`config.mk`:
```
export PLATFORM = sky130hd
export DESIGN_NAME = router_sync_nch
export DESIGN_NICKNAME = d
export VERILOG_FILES = /design/src/rtl/router_pkg.sv /design/src/rtl/router_sync_timer.sv /design/src/rtl/router_sync_nch.sv
export SDC_FILE = /design/constraint.sdc
export NUM_CORES = 1
export LEC_CHECK = 0
export BUFFER_PORTS_ARGS = -buffer_cell sky130_fd_sc_hd__buf_4
export CAP_MARGIN = 20
export CELL_PAD_IN_SITES_DETAIL_PLACEMENT = 1
export CELL_PAD_IN_SITES_GLOBAL_PLACEMENT = 2
export CORE_ASPECT_RATIO = 1.4
export CORE_UTILIZATION = 26
export DETAILED_ROUTE_END_ITERATION = 10
export GPL_TIMING_DRIVEN = 0
export HOLD_SLACK_MARGIN = 0.12
export PLACE_DENSITY_LB_ADDON = 0.25
export SLEW_MARGIN = 20
export SYNTH_ARGS = -nofsm -noshare
export SYNTH_HDL_FRONTEND = slang
export SYNTH_SLANG_ARGS = --single-unit
```
`constraint.sdc`:
```
create_clock -name clock -period 1.1 [get_ports clock]
set_clock_uncertainty 0.15 [all_clocks]
set_input_delay 0.22 -clock clock [delete_from_list [all_inputs] [get_ports clock]]
set_output_delay 0.22 -clock clock [all_outputs]
set_load 0.1 [all_outputs]
```
`src/rtl/router_pkg.sv`:
```
// rtl/router_pkg.sv - shared defaults and width helper for the channel router sync block
package router_pkg;

    localparam int DEF_NUM_CH  = 3;
    localparam int DEF_TIMEOUT = 30;

    // Bits needed to encode values 0..n-1; never less than one bit.
    function automatic int clog2(input int n);
        int r;
        r = 0;
        while ((1 << r) < n) begin
            r++;
        end
        return (r < 1) ? 1 : r;
    endfunction

endpackage

```
`src/rtl/router_sync_timer.sv`:
```
// rtl/router_sync_timer.sv - per-channel idle-valid timeout counter with single-cycle flush pulse
module router_sync_timer
    import router_pkg::*;
#(
    parameter int TIMEOUT = DEF_TIMEOUT
) (
    input  logic clock,
    input  logic reset,
    input  logic vld,
    input  logic rd,
    output logic soft_reset
);

    localparam int                CNT_W = clog2(TIMEOUT + 1);
    localparam logic [CNT_W-1:0]  LAST  = CNT_W'(TIMEOUT - 1);

    logic [CNT_W-1:0] cnt;

    // The pulse is registered from the same decision that restarts the count,
    // so a read landing in the pulse cycle only affects the next count window.
    always_ff @(posedge clock) begin
        if (reset) begin
            cnt        <= '0;
            soft_reset <= 1'b0;
        end else if (!vld || rd) begin
            cnt        <= '0;
            soft_reset <= 1'b0;
        end else if (cnt == LAST) begin
            cnt        <= '0;
            soft_reset <= 1'b1;
        end else begin
            cnt        <= cnt + 1'b1;
            soft_reset <= 1'b0;
        end
    end

endmodule

```
`src/rtl/router_sync_nch.sv`:
```
// rtl/router_sync_nch.sv - address latch, one-hot write decode, full mux and per-channel timeouts
module router_sync_nch
    import router_pkg::*;
#(
    parameter  int NUM_CH  = DEF_NUM_CH,
    parameter  int TIMEOUT = DEF_TIMEOUT,
    localparam int ADDR_W  = clog2(NUM_CH)
) (
    input  logic              clock,
    input  logic              reset,
    input  logic              detect_add,
    input  logic [ADDR_W-1:0] data_in,
    input  logic              write_enb_reg,
    input  logic [NUM_CH-1:0] read_enb,
    input  logic [NUM_CH-1:0] empty,
    input  logic [NUM_CH-1:0] full,
    output logic [NUM_CH-1:0] write_enb,
    output logic              fifo_full,
    output logic [NUM_CH-1:0] vld_out,
    output logic [NUM_CH-1:0] soft_reset,
    output logic              addr_err
);

    logic [ADDR_W-1:0] addr_q;
    logic              addr_ok;

    always_ff @(posedge clock) begin
        if (reset) begin
            addr_q  <= '0;
            addr_ok <= 1'b1;
        end else if (detect_add) begin
            addr_q  <= data_in;
            addr_ok <= (int'(data_in) < NUM_CH);
        end
    end

    // Scanning legal channel indices keeps an out-of-range address from
    // ever selecting a bit of full or write_enb.
    always_comb begin
        write_enb = '0;
        fifo_full = 1'b0;
        for (int i = 0; i < NUM_CH; i++) begin
            if (addr_ok && (addr_q == ADDR_W'(i))) begin
                write_enb[i] = write_enb_reg;
                fifo_full    = full[i];
            end
        end
    end

    assign addr_err = ~addr_ok;
    assign vld_out  = ~empty;

    for (genvar g = 0; g < NUM_CH; g++) begin : g_timer
        router_sync_timer #(
            .TIMEOUT (TIMEOUT)
        ) u_timer (
            .clock      (clock),
            .reset      (reset),
            .vld        (vld_out[g]),
            .rd         (read_enb[g]),
            .soft_reset (soft_reset[g])
        );
    end

endmodule

```
* After elaboration in Yosys (flattened, before gate mapping)
Index checks and enable logic that the tools add are counted.
Operators by class: bitwise operators 2, add/subtract/negate cells 3, reduce and logical (&&, ||, !) cells 16, mux-type cells 9, equal/unequal tests 5, magnitude comparators 1
Operators by type and width (number):
- adder 5 x 1 -> 5 bit (second input constant) | 3
- equality test 5 bit (second input constant) | 3
- two-way mux 1 bit | 9
- OR reduction 3 bit | 3
- OR reduction 2 bit | 3
- logical AND 1 bit | 3
- logical NOT 1 bit | 3
- logical OR 1 bit | 3
- inverter 3 bit | 1
- equality test 2 x 1 -> 1 bit (second input constant) | 1
- equality test 2 bit (second input constant) | 1
- logical NOT 2 bit | 1
- < comparator 2 bit (second input constant) | 1
- inverter 1 bit | 1
Storage, ports and cells: bits in registers 21, bits of input ports 15

* Depth between registers and ports, before layout
Gate-level depths: netlist of the first run.
depth in word-level cells 5, gate-level depth with buffers 5, mapped depth without buffers 5

* By module
A second synthesis of the first run with hierarchy kept.
Unflattened totals: cell total of the unflattened synthesis 94, area total of the unflattened synthesis 872.1 um2
Modules (own cells, without submodules):
- router_sync_timer | cells an instance 24, sequential area each 120.1 um2, times used 3, area an instance 231.5 um2
- router_sync_nch | cells an instance 22, sequential area each 60.1 um2, times used 1, area an instance 177.7 um2

* Least setup slack after synthesis of the first run
OpenSTA, ideal clock, no wires.
path type register -> output, start point register addr_ok, end point output port write_enb[1], cell stages (with the launch flop) 3, data arrival time 2616 ps, setup slack -1886 ps, cells stage by stage dfxtp_1 > nand2_1 > nor3b_1
On the way: cells in the longest elaborated chain, start to end 2
Ends and longest elaborated chain:
- start, declared | line router_sync_nch.sv:25 | logic addr_ok;
- start signal, assigned | line router_sync_nch.sv:33 | addr_ok <= (int'(data_in) < NUM_CH);
- logical AND 1 bit | line router_sync_nch.sv:43 | if (addr_ok && (addr_q == ADDR_W'(i))) begin
- two-way mux 1 bit | line router_sync_nch.sv:43
- end, declared | line router_sync_nch.sv:17 | output logic [NUM_CH-1:0] write_enb,
No other way between the ends.

* Worst setup path after layout of the first run
start point register addr_q[0], end point output port fifo_full
On the way: cells in the longest elaborated chain, start to end 5, elaborated cells on any way between the ends 9
Ends and longest elaborated chain:
- start, declared | line router_sync_nch.sv:24 | logic [ADDR_W-1:0] addr_q;
- start signal, assigned | line router_sync_nch.sv:32 | addr_q <= data_in;
- logical NOT 2 bit | line router_sync_nch.sv:43
- logical AND 1 bit | line router_sync_nch.sv:43
- two-way mux 1 bit (2 in series) | line router_sync_nch.sv:43
- two-way mux 1 bit (*) | line router_sync_nch.sv:43
- end, declared | line router_sync_nch.sv:18 | output logic fifo_full,
Mark *: on every way between the ends. The rest lies on a longest branch, timed or not.

==> results of run 1 <==
[area by class of cell]
class	instances	area [µm²]	share of cell area [%]
repair buffers	32	365	24.1
flip-flops and latches	21	453	29.9
well taps	40	50.0	3.30
multi-input cells	63	549	36.2
clock buffers	4	45.0	2.97
inverters	7	31.3	2.06
plain buffers	3	22.5	1.49
[critical path: stages, from the launching register on]
cell and delay (ps):
dfxtp_4 370, mux2i_1 110, o21a_1 200, nor2_4 100, buf_12 180
[metal layers]
| layer | wire [µm] | GRT usage [%] | vias up |
|---|---|---|---|
| met5 | 0 | 0 | - |
| met1 | 802 | 12.2 | 354 |
| met2 | 1110 | 21.8 | 20 |
| met3 | 92 | 2.10 | 2 |
| met4 | 24 | 6.31 | 0 |
| li1 | - | - | 372 |
[Yosys cell counts, drive strengths merged, types with 2 or more instances]
master | instances | area share [%]
buf | 6 | 5.0
dfxtp | 21 | 46
ha | 6 | 8.3
inv | 7 | 2.9
mux2i | 3 | 3.3
nand2 | 4 | 1.7
nand3 | 7 | 3.9
nand4 | 3 | 2.1
nor2 | 18 | 7.4
nor2b | 3 | 2.1
nor3 | 4 | 3.9
nor3b | 2 | 1.7
xnor2 | 3 | 2.9
xor2 | 6 | 5.8
[what timing repair did]
| action | in CTS | in global routing |
|---|---|---|
| gates resized for setup | 56 | 15 |
| setup buffers | 3 | 1 |
| cloned | 0 | 0 |
| hold buffers | 3 | 1 |
| hold endpoints to repair | 16 | 6 |
| pin swaps | 15 | 8 |
| endpoints found under the setup margin | 26 | 27 |
[worst paths after layout]
kind / from / endpoint / depth (start not counted)
hold / removal: detect_add / addr_ok / 3
setup reg to reg: g_timer[0].u_timer.cnt[1] / g_timer[0].u_timer.soft_reset / 5
setup / recovery: addr_q[0] / fifo_full / 4
hold reg to reg: g_timer[1].u_timer.cnt[0] / g_timer[1].u_timer.cnt[0] / 1
[power groups by stage]
stage | clock (mW) | sequential, mW | combinational, mW
3_5_place_dp | 0 | 0.809 | 0.283
4_1_cts | 0.519 | 0.787 | 0.347
2_1_floorplan | 0 | 0.805 | 0.198
6_report | 0.492 | 0.783 | 0.356
3_3_place_gp | 0 | 0.808 | 0.280
5_1_grt | 0.545 | 0.785 | 0.376
[metrics by stage]
step / util, % / power, mW / cell area (µm²)
CTS: 43.6 / 1.65 / 1460
global route: 45.3 / 1.71 / 1520
finish: 45.3 / 1.63 / 1520
floorplan: - / 1.00 / 955
global placement: 35.6 / 1.09 / 1190
detailed placement: 35.6 / 1.09 / 1190
[cell families after synthesis]
kind of cell,count (synthesis),share of synthesized area [%]
adders and majority gates,6,8.28
xor gates and xnor gates,9,8.69
DFF,21,46.3
buffers and inverters,13,7.86
muxes,3,3.31
and+or+nand+nor,43,24.1
AOI/OAI and AO/OA,2,1.38
[state kept, by name (all words and copies together) (netlist names)]
register,flops
g_timer.u_timer.soft_reset,3
addr_ok,1
g_timer.u_timer.cnt,15
addr_q,2
==> impl_results.md, run 1 <==
- Min Tclk post-route: 1590 ps
- Commonest non-fill, non-tap cells in the layout: buf_4 (21), nor2_1 (14), dfxtp_1 (9), buf_12 (8), dfxtp_4 (7)
- Post-synth ARST share: 0%
- Initial antenna violation count: 0
- Fillers: 366
- H-Tree Depth: 1
- HP Class: in -> reg
- CP Max Fanout: 6
- Core area: 0.00335 mm²
- Min Hold Slack: 69.4 ps
- EDFF count, synth: 0
- # IOs: 26
- Cell Area, Synth: 907 µm²
- Detailed Place HPWL: 1390 µm
- Post-Route Setup TNS: -2070 ps
- DR iter-0 viols: 6
- Part of the cycle the worst path needs: 145%
- Commonest non-fill, non-tap cell in the layout: buf_4
- Cell variety after synth: 19
- Unrepaired setup endpoints after global routing: true
- Routed vias: 748
- Crit Path Class: reg -> out
- Net Sw Frac: 28.3%
- Gr usage total: 11.8%
- Fin cells: 170
- Final nets: 152
- Power Internal: 1.17 mW
- CTS Buffer Depth: 2
- WL/cell: 11.9 µm
- Leak: 0.581 nW
- Fmax: 628 MHz
- Pwr Density: 1080 mW/mm²
- CTS root buf: clkbuf_8
- Slew headroom: 85.5%
- Reg power frac: 48.0%
- R2R setup slack: -20 ps
- Mapped Cells: 97
- Least-Margin Pin Slew: 217 ps
- Syn nets: 118
- Run status: finished, violations left
- Worst-Skew Late Latency: 250 ps
- Input/output buffers: 25
- Worst Setup End Kind: output pin
- Worst slack at placement: -370 ps
- First-pass GRT wire length: 3260 µm
- Cells after DPL: 162
- Cell Rows: 25
- Post-Route WL: 2030 µm
- Final hold vios: 0
- Die X: 51.9 µm
- Slew Limit Fails: 0
- Final setup viols: 15
- Pre-antenna DRT Iters: 2
- Share of power burned in the clock network: 30.2%
- Die Area: 0.00373 mm²
- Switch Pwr: 462 µW
- Yosys reg bits: 21
- CTS tree: yes
- Starting Density: 27.1%
- Worst Slack Setup Final: -492 ps
- CTS Buf Count: 3
- N_diodes: 0
- Data arrival time of the worst path: 1220 ps
- Critical path launch point type: flip-flop
- RD Place Congestion: 0.763
- Num Clock Sinks: 21
- Layout area overhead: 67.2%
- Grt ovf: 0
- Avg Inst Size Synth: 9.35 µm²
- Vias in the first global route: 770
- DR vias/cell: 4.40
- Drt drc: 0
- Post-synth top flop: dfxtp_1
- Gate power share: 21.8%
- Yosys warning total: 0
- Sequential fraction of the synthesis area: 46.3%
- Failing checks: setup timing
- Die Y: 71.9 µm
- Clock slew at reported path FFs: 70 ps
- Ratio of cells with drive above 1 in the final layout: 55.4%
- Worst EP required: 730 ps
- Largest net degree at the start of global routing: 12
- VDD IR max: 0.000584 V
- Max-cap violation count: 0
- Antenna viol nets, final: 0
(Power assumes the default switching activity.)
==> run 2, diff against run 1 <==
--- a/config.mk
+++ b/config.mk
@@ -14,7 +14,7 @@
 export DETAILED_ROUTE_END_ITERATION = 10
 export GPL_TIMING_DRIVEN = 0
 export HOLD_SLACK_MARGIN = 0.12
-export PLACE_DENSITY_LB_ADDON = 0.25
+export PLACE_DENSITY = 0.69
 export SLEW_MARGIN = 20
 export SYNTH_ARGS = -nofsm -noshare
 export SYNTH_HDL_FRONTEND = slang
==> impl_results.md, run 2 (synthesis results as in run 1) <==
- Run status: finished, violations left
- Failing checks: setup timing
- RD Place Congestion: 0.744
- CP Max Fanout: 4
- Worst-Skew Late Latency: 260 ps
- Min-delay src: detect_add
- Min Tclk post-route: 1600 ps
- Input/output buffers: 25
- R2R Path Start: g_timer[1].u_timer.cnt[1]
- Initial antenna violation count: 0
- Worst slack at placement: -386 ps
- Part of the cycle the worst path needs: 146%
- Post-Route Setup TNS: -2330 ps
- Worst EP required: 730 ps
- Worst Setup End Kind: output pin
- GRT met3 Usage: 2.52%
- Regs by FF count: g_timer.u_timer.cnt (15), g_timer.u_timer.soft_reset (3), addr_q (2)
- Core area: 0.00335 mm²
- Gr usage total: 13.9%
- Final nets: 150
- Critical path launch point type: flip-flop
- First-pass GRT wire length: 3780 µm
- Crit-path max cell delay: 360 ps
- CTS Buffer Depth: 2
- Worst R2R End: g_timer[1].u_timer.cnt[0]
- Commonest non-fill, non-tap cells in the layout: buf_4 (19), nor2_1 (15), dfxtp_4 (9), dfxtp_1 (9), buf_12 (8)
- # IOs: 26
- Post-Route WL: 2220 µm
- Reg power frac: 47.7%
- Pre-antenna DRT Iters: 2
- Buffers & Inverters on Critical Path: 1
- Global routing usage on met1: 14.4%
- Max reg flops: 15
- Slew headroom: 86.0%
- Reg2Reg Depth: 5
- Antenna viol nets, final: 0
- HP Class: in -> reg
- Cells after DPL: 162
- DR iter-0 viols: 3
- R2R setup slack: -30 ps
- Detailed Place HPWL: 1480 µm
- VDD IR max: 0.000705 V
- Layout area overhead: 67.6%
- Grt ovf: 0
- Num Clock Sinks: 21
- Die Y: 71.9 µm
- Starting Density: 27.1%
- Clock slew at reported path FFs: 80 ps
- Vias in the first global route: 841
- Max-cap violation count: 0
- GR peak layer: met2
- Gate power share: 21.7%
- Power Internal: 1.16 mW
- Fmax: 625 MHz
- Share of power burned in the clock network: 30.6%
- Final setup viols: 18
- Drt drc: 0
- Cell Rows: 25
- Hold endpoint: addr_ok
- Commonest non-fill, non-tap cell in the layout: buf_4
- Leak: 0.574 nW
- Final hold vios: 0
- Switch Pwr: 480 µW
- Net Sw Frac: 29.3%
- Data arrival time of the worst path: 1230 ps
- Die X: 51.9 µm
- Least-Margin Pin Slew: 210 ps
- Hold Path Stages: 3
- Worst Slack Setup Final: -501 ps
- Die Area: 0.00373 mm²
- N_diodes: 0
- Worst path cell trace: mux2i_1, o21a_1, nor2_4, buf_12
- Slew Limit Fails: 0
- Crit Path Class: reg -> out
- CTS Buf Count: 3
- Routed vias: 764
- Unrepaired setup endpoints after global routing: true
- Ratio of cells with drive above 1 in the final layout: 56.3%
- Top delay family on crit path: flip-flops
- Pwr Density: 1080 mW/mm²
- Fin cells: 168
- Largest Register: g_timer.u_timer.cnt
- Critical path's slowest cell: dfxtp_4
- CTS root buf: clkbuf_8
- DR vias/cell: 4.55
- H-Tree Depth: 1
- WL/cell: 13.2 µm
- CTS tree: yes
- Largest net degree at the start of global routing: 13
- Met2 global-route usage: 25.9%
-- run 2: worst max path at each step --
stage,slack [ps],endpoint,start,cells after the start
2_1_floorplan,-620,fifo_full,addr_ok,2
3_3_place_gp,-370,fifo_full,addr_q[0],4
3_5_place_dp,-390,fifo_full,addr_q[0],4
4_1_cts,-500,fifo_full,addr_q[0],4
5_1_grt,-550,fifo_full,addr_q[0],4
6_report,-500,fifo_full,addr_q[0],4
-- run 2: layout make-up --
| type | count | area [µm²] |
|---|---|---|
| fillers | 374 | 1830 |
| repair buffers | 30 | 347 |
| plain buffers | 3 | 22.5 |
| clock inverters | 1 | 5.00 |
| multi-input cells | 63 | 566 |
| clock buffers | 3 | 41.3 |
| flip-flops and latches | 21 | 458 |
| well taps | 40 | 50.0 |
| inverters | 7 | 31.3 |
-- run 2: per-layer routing --
| metal | up-vias | share of wire, % |
|---|---|---|
| met5 | - | 0 |
| met4 | 0 | 1.1 |
| met3 | 2 | 4.2 |
| met2 | 21 | 57 |
| met1 | 369 | 37 |
| li1 | 372 | - |
-- run 2: stage by stage --
stage / utilization (%) / cell area, µm² / hold slack, ps / total power, mW
global placement: 35.6 / 1190 / 296 / 1.09
CTS: 44.5 / 1490 / 70.0 / 1.66
finish: 45.4 / 1520 / 62.7 / 1.63
floorplan: - / 955 / 135 / 1.00
detailed placement: 35.6 / 1190 / 308 / 1.09
global route: 45.4 / 1520 / 72.4 / 1.72
-- run 2: worst min-delay path, stage by stage --
cell and delay, ps:
buf_4 120, o21ai_2 50, nand2b_1 50
-- run 2: repair_timing --
action                     in CTS  in global routing
setup buffers                   3                  0
gates resized for setup        62                 12
hold buffers                    3                  1
setup endpoints to repair      26                 28
pin swaps                      15                  7
hold endpoints to repair       17                  6
-- run 2: power by group through the flow --
stage / sequential (mW) / combinational (mW) / clock, mW
5_1_grt: 0.783 / 0.374 / 0.562
3_5_place_dp: 0.809 / 0.284 / 0
2_1_floorplan: 0.805 / 0.198 / 0
4_1_cts: 0.786 / 0.350 / 0.528
6_report: 0.780 / 0.355 / 0.500
3_3_place_gp: 0.808 / 0.279 / 0
